<file path="src/rtl/ring_buff_drain.sv">
// ring_buff_drain
// ---------------------------------------------------------------------------
// Read-side drain controller sitting directly after the ring buffer. It
// decides when to start draining (occupancy threshold, or a timeout for a
// partially filled buffer). It issues read-enables to the buffer and captures
// the combinationally presented read data into a 2-entry skid register. It
// forwards tokens to the next stage over a valid/nack link.
//
// Handshake: a token is transferred to the next stage in every cycle where
// O_Valid=1 and I_Nack=0. O_Valid/O_FTk come straight from registers.
// I_Nack never reaches O_Re combinationally; the skid's spare slot absorbs
// the one read already issued in the cycle the nack arrives.
//
// Ports:
//   clock      in   clock
//   reset      in   synchronous, active-high reset
//   I_Empty    in   buffer empty flag
//   I_Num      in   buffer occupancy (0..DEPTH_BUFF)
//   I_FTk      in   buffer read data, meaningful only while O_Re=1
//   O_Re       out  buffer read-enable
//   O_FTk      out  token to the next stage, '0 when O_Valid=0
//   O_Valid    out  O_FTk holds a token
//   I_Nack     in   next stage refuses the token this cycle
//   O_Busy     out  FSM not in IDLE, or skid not empty
//   dbg_state  out  FSM state (0=IDLE, 1=ACCUM, 2=DRAIN)
//   dbg_cnt    out  skid occupancy (0..2)
// ---------------------------------------------------------------------------
module ring_buff_drain #(
    // Token type of the attached buffer; the 8-bit default stands in for the
    // buffer's forward-token type when no override is given.
    parameter type TYPE_FWRD   = logic [7:0],
    parameter int  DEPTH_BUFF  = 16,
    parameter int  WIDTH_DEPTH = $clog2(DEPTH_BUFF),
    parameter int  THRESHOLD   = 4,
    parameter int  TIMEOUT     = 8,
    parameter int  WIDTH_TMO   = $clog2(TIMEOUT + 1)
) (
    input  logic             clock,
    input  logic             reset,
    input  logic             I_Empty,
    input  logic [WIDTH_DEPTH:0] I_Num,
    input  TYPE_FWRD         I_FTk,
    output logic             O_Re,
    output TYPE_FWRD         O_FTk,
    output logic             O_Valid,
    input  logic             I_Nack,
    output logic             O_Busy,
    output logic [1:0]       dbg_state,
    output logic [1:0]       dbg_cnt
);

    // TIMEOUT=0 gives a zero-width timer; keep at least one bit so the
    // register is always legal (it is simply never used in that case).
    localparam int TW = (WIDTH_TMO < 1) ? 1 : WIDTH_TMO;
    localparam logic [TW-1:0] TMO_LAST = TW'((TIMEOUT == 0) ? 0 : TIMEOUT - 1);
    localparam logic [WIDTH_DEPTH:0] THR = (WIDTH_DEPTH + 1)'(THRESHOLD);

    typedef enum logic [1:0] {
        IDLE  = 2'd0,
        ACCUM = 2'd1,
        DRAIN = 2'd2
    } state_t;

    state_t          state;
    logic [TW-1:0]   timer;
    logic [1:0]      cnt;
    TYPE_FWRD        s0;
    TYPE_FWRD        s1;

    logic            at_threshold;
    logic            accept;
    logic            load_s0;
    logic            load_s1;

    assign at_threshold = (I_Num >= THR);

    // ------------------------------------------------------------------
    // Drain-decision FSM
    // ------------------------------------------------------------------
    always_ff @(posedge clock) begin
        if (reset) begin
            state <= IDLE;
            timer <= '0;
        end else begin
            case (state)
                IDLE: begin
                    if (!I_Empty) begin
                        if (at_threshold || (TIMEOUT == 0)) begin
                            state <= DRAIN;
                        end else begin
                            state <= ACCUM;
                            timer <= '0;
                        end
                    end
                end
                ACCUM: begin
                    timer <= timer + 1'b1;
                    // Nothing reads while accumulating, so going empty here
                    // means the buffer was cleared behind our back.
                    if (I_Empty) begin
                        state <= IDLE;
                    end else if (at_threshold || (timer == TMO_LAST)) begin
                        state <= DRAIN;
                    end
                end
                DRAIN: begin
                    // Keep draining until empty; late writes are drained too.
                    if (I_Empty) begin
                        state <= IDLE;
                    end
                end
                default: begin
                    state <= IDLE;
                end
            endcase
        end
    end

    // ------------------------------------------------------------------
    // Read-enable and skid register
    // ------------------------------------------------------------------
    // Reading only while a skid slot is guaranteed free keeps I_Nack out of
    // this path: with cnt<2 there is always room for the token in flight.
    assign O_Re    = (state == DRAIN) && !I_Empty && (cnt < 2'd2);
    assign O_Valid = (cnt != 2'd0);
    assign accept  = O_Valid && !I_Nack;

    // A new token lands in S0 if S0 is empty or leaving this cycle,
    // otherwise it goes to the overflow slot S1.
    assign load_s0 = O_Re && ((cnt == 2'd0) || accept);
    assign load_s1 = O_Re && !load_s0;

    always_ff @(posedge clock) begin
        if (reset) begin
            cnt <= 2'd0;
            s0  <= '0;
            s1  <= '0;
        end else begin
            if (load_s0) begin
                s0 <= I_FTk;
            end else if (accept && (cnt == 2'd2)) begin
                s0 <= s1;
            end

            if (load_s1) begin
                s1 <= I_FTk;
            end

            // Read and accept together leave the occupancy unchanged.
            case ({O_Re, accept})
                2'b10:   cnt <= cnt + 2'd1;
                2'b01:   cnt <= cnt - 2'd1;
                default: cnt <= cnt;
            endcase
        end
    end

    assign O_FTk     = O_Valid ? s0 : TYPE_FWRD'('0);
    assign O_Busy    = (state != IDLE) || (cnt != 2'd0);
    assign dbg_state = state;
    assign dbg_cnt   = cnt;

endmodule
</file>
<file path="config.mk">
export PLATFORM = sky130hd
export DESIGN_NAME = ring_buff_drain
export DESIGN_NICKNAME = d
export VERILOG_FILES = /design/src/rtl/ring_buff_drain.sv
export SDC_FILE = /design/constraint.sdc
export NUM_CORES = 1
export LEC_CHECK = 0
export CORE_ASPECT_RATIO = 1.25
export CORE_UTILIZATION = 51
export DETAILED_ROUTE_END_ITERATION = 8
export PLACE_DENSITY_LB_ADDON = 0.05
export SETUP_SLACK_MARGIN = 0.05
export SLEW_MARGIN = 20
export SYNTH_ARGS = -nofsm -noshare
export SYNTH_HDL_FRONTEND = slang
export SYNTH_SLANG_ARGS = --single-unit
</file>
<file path="constraint.sdc">
create_clock -name clock -period 3.2 [get_ports clock]
set_clock_uncertainty 0.05 [all_clocks]
set_input_delay 0.32 -clock clock [delete_from_list [all_inputs] [get_ports clock]]
set_output_delay 0.32 -clock clock [all_outputs]
set_load 0.05 [all_outputs]
</file>
# Word-level counts from Yosys, hierarchy flattened

Index checks and enable logic that the tools add are counted.

$add $sub $neg: 3
Order comparisons: 2
Eq/ne operators: 10
Muxes and demuxes: 13
Reductions and logical operators: 21

Operators with widths:

| operator            | number |
|---|---|
| $mux 8              | 3 |
| $mux 2              | 5 |
| $reduce_bool 2->1   | 5 |
| $mux 4              | 2 |
| $pmux 4 s2          | 1 |
| $eq 2x2->1 const B  | 3 |
| $logic_and 1x1->1   | 6 |
| $ne 2x2->1 const B  | 3 |
| $pmux 2 s3          | 1 |
| $reduce_and 3->1    | 2 |
| $ge 5x3->1 const B  | 1 |
| $add 4x1->4 const B | 1 |
| $eq 2x1->1 const B  | 2 |
| $eq 4x3->1 const B  | 1 |
| $logic_not 2->1     | 2 |
| $pmux 2 s2          | 1 |
| $logic_not 1->1     | 3 |
| $logic_or 1x1->1    | 3 |
| $ne 3x3->1 const B  | 1 |
| $add 2x1->2 const B | 1 |
| $lt 2x2->1 const B  | 1 |
| $sub 2x1->2 const B | 1 |

Flip-flop bits (word level): 24
Input bits: 17
Output and inout bits: 15
Logic and storage cells: 54

# Logic depth before layout (Yosys ltp)

Gate-level depths: netlist of run 1.

Depth in word-level cells: 6
Mapped depth: 7
Depth with buffers taken out: 6

# Worst setup path before layout of run 1

Ideal clock, no wire load.

Kind: flip-flop to flip-flop
Start point: register state[1] (netlist: dbg_state[1])
End point: register cnt[1] (netlist: dbg_cnt[1])
Library setup time: 0.070 ns
Arrival: 2.339 ns
Data required time: 3.080 ns
Setup slack: 0.740 ns
Stages on the path, launching flop included: 7
Path buffers: 2
Clock period less this slack: 2.460 ns
Cell sequence: dfxtp_1 -> or4b_1 -> buf_6 -> clkbuf_8 -> ha_1 -> or3_2 -> a21oi_1

Longest elaborated chain between the ends: 5
Elaborated cells on any way between the ends: 7
Classes of those cells: 3 x eq/ne; 1 x mux; 3 x reduce/logical

RTL lines:

| what                                            | line | RTL |
|---|---|---|
| start, declared                                 | 64   | `state_t state;` |
| start signal, assigned                          | 82   | `state <= IDLE;` |
| start signal, assigned                          | 89   | `state <= DRAIN;` |
| start signal, assigned                          | 91   | `state <= ACCUM;` |
| $eq 2x2->1 (*)                                  | 124  | `assign O_Re = (state == DRAIN) && !I_Empty && (cnt < 2'd2);` |
| $logic_and 1x1->1 (*) (2 in a row)              | 124  |  |
| $eq 2x1->1 or $eq 2x2->1 (tied branches)        | 150  | `case ({O_Re, accept})` |
| $pmux 2 s2 or $reduce_bool 2->1 (tied branches) | --   |  |
| end signal, assigned                            | 151  | `2'b10: cnt <= cnt + 2'd1;` |
| end signal, assigned                            | 152  | `2'b01: cnt <= cnt - 2'd1;` |
| end signal, assigned                            | 153  | `default: cnt <= cnt;` |
| end, declared                                   | 66   | `logic [1:0] cnt;` |

Mark *: on every way between the ends. The rest lies on a longest branch, timed or not.
A chain may end at the register's enable or synchronous reset.

==> metrics.md, run 1 <==
| Metric | Value |
|---|---|
| Status | `complete, no violations` |
| DRT iter0 DRCs | `19` |
| Synth Cell Area | `approximately 1200 µm²` |
| Global route overflow | `0` |
| Critical path capture point type | `output pin` |
| Number of flops mapped to enable cells by yosys | `0` |
| # nets final | `between 150 and 200` |
| Combinational Power Share | `slightly above 30%` |
| Most frequent cells in the layout | `clkdlybuf4s50_1, dfxtp_1, nand2_1` |
| DIE HEIGHT | `roughly 56 µm` |
| Final ANT Viol Nets | `0` |
| Synth Instances | `between 100 and 150` |
| Final hold violation count | `0` |
| Part of the power in registers | `between 50% and 60%` |
| Finished layout cell area | `approximately 1500 µm²` |
| Critical Path Fanout Max | `9` |
| Switching share of power | `34.18%` |
| Power per cell area | `between 400 and 500 nW/µm²` |
| WL per Instance | `between 10 and 15 µm` |
| Crit Path Category | `reg -> out` |
| Vias in the first global route | `between 1000 and 1500` |
| Placed Instances | `between 150 and 200` |
| Slew @ Worst Pin | `between 0.8 and 0.9 ns` |
| Worst path arrival time | `a little under 2 ns` |
| CTS H-Tree Depth | `1` |
| Antenna violations before repair | `0` |
| Final setup vio count | `0` |
| Minimum clock period | `2.363 ns` |
| Max Root-Sink Buffers | `2` |
| First-pass GRT wire length | `4422 µm` |
| Slowest CP cell | `clkdlybuf4s50_1` |
| Psw | `about 220 µW` |
| CTS tree | `yes` |
| Netlist cell types | `39` |
| YS warnings | `0` |
| Critical Path, Cell by Cell | `nor2_1 > buf_4 > nor2b_1 > clkdlybuf4s50_1` |
| Post-synthesis sequential area ratio | `between 30 and 40%` |
| Most common cell after layout, fill and taps aside | `clkdlybuf4s50_1` |
| Pwr Total | `~650 µW` |
| Layout Cells excl Fill | `200` |
| Cts bufs inserted | `3` |
| Ys flop type | `dfxtp_1` |
| Syn Area/Cell | `8.353 µm²` |
| Initial core utilization | `a little over half` |
| Final worst-path cycle share | `around 74%` |
| Gr usage total | `23.11%` |
| Via count | `1139` |
| Startpoint types | `register` |
| Io pins | `32` |
| DRC | `0` |
| Slew headroom | `about 43%` |
| Pleak | `a little under 0.5 nW` |
| DIE WIDTH | `about 46 µm` |
| Post-CTS setup repair buffer count | `0` |
| PortBufs | `29` |
| Via/cell ratio | `around 5.7` |
| Fill cells | `slightly above 200` |
| Diodes inserted | `0` |
| Reg clk slew, reported paths | `0.12 ns` |
| Final WL | `between 2000 and 2500 µm` |
| Synth Register Bits | `24` |
| Syn nets | `between 150 and 200` |
| Pint | `between 400 and 500 µW` |
| Placer Congestion | `between 0.7 and 0.8` |
| Placement-stage cell area | `between 1000 and 1500 µm²` |
| Clock share of power | `roughly a fifth` |
| Async SR Flop Fraction | `0%` |
| Clock latency at the later pin of the worst-skew pair | `approximately 0.3 ns` |
| Area growth, synth to finish | `25.31%` |
| Largest net degree at the start of global routing | `25` |
| RSZ-0062 raised after global routing | `no` |
| Fin. max-slew vios | `0` |
| Clock Sinks | `24` |
| CTS resizes | `0` |
| Setup TNS | `0 ns` |
| Rows | `19` |
| FMAX | `between 400 and 500 MHz` |
| Layout cells sized above 1 | `between 7 and 8%` |
| CP peak stage delay | `approximately 0.8 ns` |
| CORE AREA | `2211 µm²` |
| Max_cap viols | `0` |
| TritonRoute pass-1 iters | `4` |
| DP HPWL | `about 1900 µm` |
| Root buffer cell | `clkbuf_4` |
| CTS Hold Bufs | `0` |
| Worst hold path class | `reg -> reg` |
| Required time worst endpoint | `roughly 2.8 ns` |
| Max IR drop VDD | `~390 µV` |
| Die ar. | `between 2000 and 3000 µm²` |
==> per-stage QoR <==
step / hold slack (ns) / utilization (%) / setup WS, ns
finish: 0.4382 / 68.65 / 0.8366
global route: 0.4684 / 68.65 / 0.6916
CTS: 0.4430 / 68.65 / 0.8041
detailed placement: 0.4256 / 67.63 / 0.7750
global placement: 0.4111 / 67.63 / 0.8577
floorplan: 0.3421 / - / 0.7401
==> registers in the layout, indices dropped and copies added (netlist names) <==
| name | flops |
|---|---|
| dbg_cnt | 2 |
| dbg_state | 2 |
| s0 | 8 |
| s1 | 8 |
| timer | 4 |
==> routing by layer <==
metal | global-route usage (%) | wire (µm) | vias to the layer above
met5 | 0 | 0 | -
li1 | - | - | 578
met1 | 26.53 | 1064 | 527
met2 | 39.39 | 1284 | 32
met3 | 3.215 | 127 | 2
met4 | 12.12 | 18 | 0
==> path summary, 6_finish.rpt <==
check / from / end / slack, ns / cells after the start
setup / recovery: dbg_cnt[0] / O_FTk[7] / 0.84 / 4
setup reg to reg: dbg_state[1] / dbg_cnt[1] / 0.99 / 4
hold / removal: s0[7] / s0[7] / 0.44 / 2
hold reg to reg: s0[7] / s0[7] / 0.44 / 2
==> power by group through the flow <==
| stage | Sequential (mW) | Clock [mW] | Combinational [mW] |
|---|---|---|---|
| final | 0.327 | 0.126 | 0.201 |
| after global routing | 0.331 | 0.146 | 0.216 |
| after CTS | 0.327 | 0.134 | 0.203 |
| after detailed placement | 0.334 | 0 | 0.202 |
| after global placement | 0.333 | 0 | 0.198 |
| after floorplan | 0.343 | 0 | 0.123 |
==> critical path: cells and delay by family (launching register included) <==
| family | cells | cell delay [ns] |
|---|---|---|
| buf+inv | 2 | 0.99 |
| flops | 1 | 0.51 |
| simple gates | 2 | 0.20 |
==> Yosys cell counts (all sizes together), types with 2 or more instances <==
cell / count / area share (%)
dfxtp: 24 / 40
nand2: 22 / 7.4
a21oi: 12 / 5.0
nor2b: 10 / 5.2
o21ai: 10 / 4.1
nor3: 9 / 4.1
a311oi: 8 / 5.8
nand3: 8 / 3.3
clkbuf: 6 / 2.7
buf: 4 / 2.1
nand3b: 4 / 2.5
nor3b: 4 / 2.9
nor2: 3 / 0.93
a31oi: 2 / 1.0
ha: 2 / 2.1
or3: 2 / 1.1
==> cells by family (layout without fill, tap and decap cells) <==
kind of cell               count (synthesis)  in the layout  share of synthesized area [%]
and+or+nand+nor                           69             69                          31.92
AOI/OAI and AO/OA                         36             36                          18.49
DFF                                       24             24                          39.67
buffers and inverters                     12             36                          6.405
adders and majority gates                  2              2                          2.066
xor gates and xnor gates                   2              2                          1.447
==> layout make-up <==
class | count | area, µm² | area share [%]
multi-input cells | 109 | 653.1 | 43.03
flip-flops and latches | 24 | 480.5 | 31.66
repair buffers | 31 | 302.8 | 19.95
well taps | 31 | 38.79 | 2.556
clock buffers | 3 | 22.52 | 1.484
inverters | 2 | 20.02 | 1.319
Note: power is estimated with default switching activity, not from simulation.
==> run 2, diff against run 1 <==
CORE_UTILIZATION = 47   (was 51)
clock period = 2.3 ns   (was 3.2 ns; I/O delays follow)
==> metrics.md, run 2 (synthesis gave the netlist of run 1 again) <==
| Metric | Value |
|---|---|
| Pleak | `0.6485 nW (+34%)` |
| Largest net degree at the start of global routing | `18 (-28%)` |
| Final worst-path cycle share | `between 80 and 90%` |
| Final setup vio count | `0 (unchanged)` |
| Critical Path Fanout Max | `14 (+5)` |
| Setup TNS | `0 ns (unchanged)` |
| CTS Hold Bufs | `0 (unchanged)` |
| Max IR drop VDD | `399.7 µV (+3.4%)` |
| TritonRoute pass-1 iters | `4 (unchanged)` |
| WL per Instance | `12.89 µm (+3.3%)` |
| Reg clk slew, reported paths | `0.13 ns (about the same)` |
| Fin. max-slew vios | `0 (unchanged)` |
| DRC | `0 (unchanged)` |
| Final WL | `2629 µm (+5.4%)` |
| Max_cap viols | `0 (unchanged)` |
| Worst hold path class | `reg -> reg` |
| Layout cells sized above 1 | `11.11% (+4.0 points)` |
| Via count | `1112 (-2.4%)` |
| DIE WIDTH | `47.41 µm (+4.0%)` |
| Crit Path Category | `reg -> reg` |
| Area growth, synth to finish | `30.37%` |
| CTS H-Tree Depth | `1 (unchanged)` |
| Minimum clock period | `2.016 ns` |
| DIE HEIGHT | `58.76 µm (+4.0%)` |
| Global route overflow | `0 (unchanged)` |
| Clock Sinks | `24 (unchanged)` |
| Slew @ Worst Pin | `0.5537 ns (-0.2924 ns)` |
| Critical Path, Cell by Cell | `or4b_1 > ha_1 > or3_2 > a21oi_1` |
| Worst Hold Path Cells | `2 (unchanged)` |
| # nets final | `191 (+0.53%)` |
| Worst path arrival time | `2.20 ns (+0.21 ns)` |
| Root buffer cell | `clkbuf_4` |
| Via/cell ratio | `5.451 (-4.3%)` |
| RSZ-0062 raised after global routing | `no` |
| Required time worst endpoint | `2.48 ns (-0.35 ns)` |
| Max Root-Sink Buffers | `2 (unchanged)` |
| DRT iter0 DRCs | `28 (+9)` |
| Rows | `20 (+1)` |
| Cts bufs inserted | `3 (unchanged)` |
| Fill cells | `229 (+12%)` |
| Most frequent cells in the layout | `nand2_1, dfxtp_1, clkdlybuf4s50_1` |
| Die ar. | `2785 µm² (+8.2%)` |
| Final hold violation count | `0 (unchanged)` |
| Post-CTS setup repair buffer count | `0 (unchanged)` |
| Status | `complete, no violations` |
| Placer Congestion | `0.7533 (+2.0%)` |
| First-pass GRT wire length | `4574 µm (+3.4%)` |
| CORE AREA | `2427 µm² (+9.8%)` |
| Cells on worst reg2reg path | `4 (unchanged)` |
| Layout Cells excl Fill | `204 (+2.0%)` |
| FMAX | `between 400 and 500 MHz` |
| PortBufs | `29 (unchanged)` |
| Placed Instances | `200 (+1.5%)` |
| Startpoint types | `register` |
| DP HPWL | `1936 µm (+3.7%)` |
| CP peak stage delay | `0.55 ns (-0.26 ns)` |
| Slew headroom | `63.09% (+20 points)` |
| Antenna violations before repair | `0 (unchanged)` |
| Vias in the first global route | `1092 (+1.7%)` |
| Power per cell area | `586.0 nW/µm² (+36%)` |
| Biggest regs | `s0: 8 flops, s1: 8 flops, timer: 4 flops` |
| Critical path capture point type | `register` |
| Slowest CP cell | `or4b_1` |
| Clock latency at the later pin of the worst-skew pair | `0.30 ns (about the same)` |
| CTS tree | `yes` |
| Gr usage total | `21.99% (-1.1 points)` |
| Diodes inserted | `0 (unchanged)` |
| Io pins | `32 (unchanged)` |
| Initial core utilization | `49.90% (-4.9 points)` |
| Final ANT Viol Nets | `0 (unchanged)` |
run 2: repair_timing:
action | CTS | global route
setup endpoints to repair | 9 | 8
gates resized for setup | 2 | 9
endpoints found under the hold margin | 0 | 0
pin swaps | 0 | 0
run 2: power breakdown:
part / leakage, nW / total [mW] / switching, mW / internal, mW
clock network: 0.0150 / 0.185 / 0.118 / 0.0675
logic: 0.437 / 0.282 / 0.177 / 0.105
registers: 0.196 / 0.458 / 0.0242 / 0.434
total: 0.648 / 0.925 / 0.319 / 0.606
run 2: layout make-up:
class	count	area, µm²	area share, %
Inverter	2	20.02	1.268
Sequential cell	24	486.7	30.82
Timing Repair Buffer	32	339.1	21.47
Clock buffer	4	26.28	1.664
Multi-Input combinational cell	109	665.6	42.16
Tap cell	33	41.29	2.615
run 2: layer usage:
metal	global-route usage [%]	share of wire, %	vias to the layer above
met1	26.91	43	496
met5	0	0	-
met4	9.388	1.9	0
met3	2.761	4.0	6
li1	-	-	579
met2	37.18	51	31
run 2: worst paths after layout:
kind                      from    endpoint  slack (ns)
setup reg to reg  dbg_state[0]  dbg_cnt[1]        0.28
setup / recovery  dbg_state[0]  dbg_cnt[1]        0.28
hold reg to reg          s1[3]       s1[3]        0.43
hold / removal           s1[3]       s1[3]        0.43
run 2: metrics by stage:
| stage | total power [mW] | area (µm²) | hold slack (ns) | util, % | setup WS [ns] |
|---|---|---|---|---|---|
| after global routing | 0.9797 | 1579 | 0.4370 | 65.05 | 0.2028 |
| final | 0.9254 | 1579 | 0.4349 | 65.05 | 0.2838 |
| after floorplan | 0.6535 | 1222 | 0.2495 | - | 0.02336 |
| after global placement | 0.7408 | 1526 | 0.4106 | 62.89 | 0.1071 |
| after CTS | 0.9347 | 1554 | 0.4365 | 64.02 | 0.06624 |
| after detailed placement | 0.7462 | 1526 | 0.4173 | 62.89 | 0.06455 |
run 2: critical path: cells and delay by family, from the launching register on:
kind | cells | cell delay, ns
AND/OR/NAND/NOR | 2 | 1.00
AO/OA/AOI/OAI | 1 | 0.14
flip-flops | 1 | 0.41
adder cells (fa/ha/maj) | 1 | 0.35
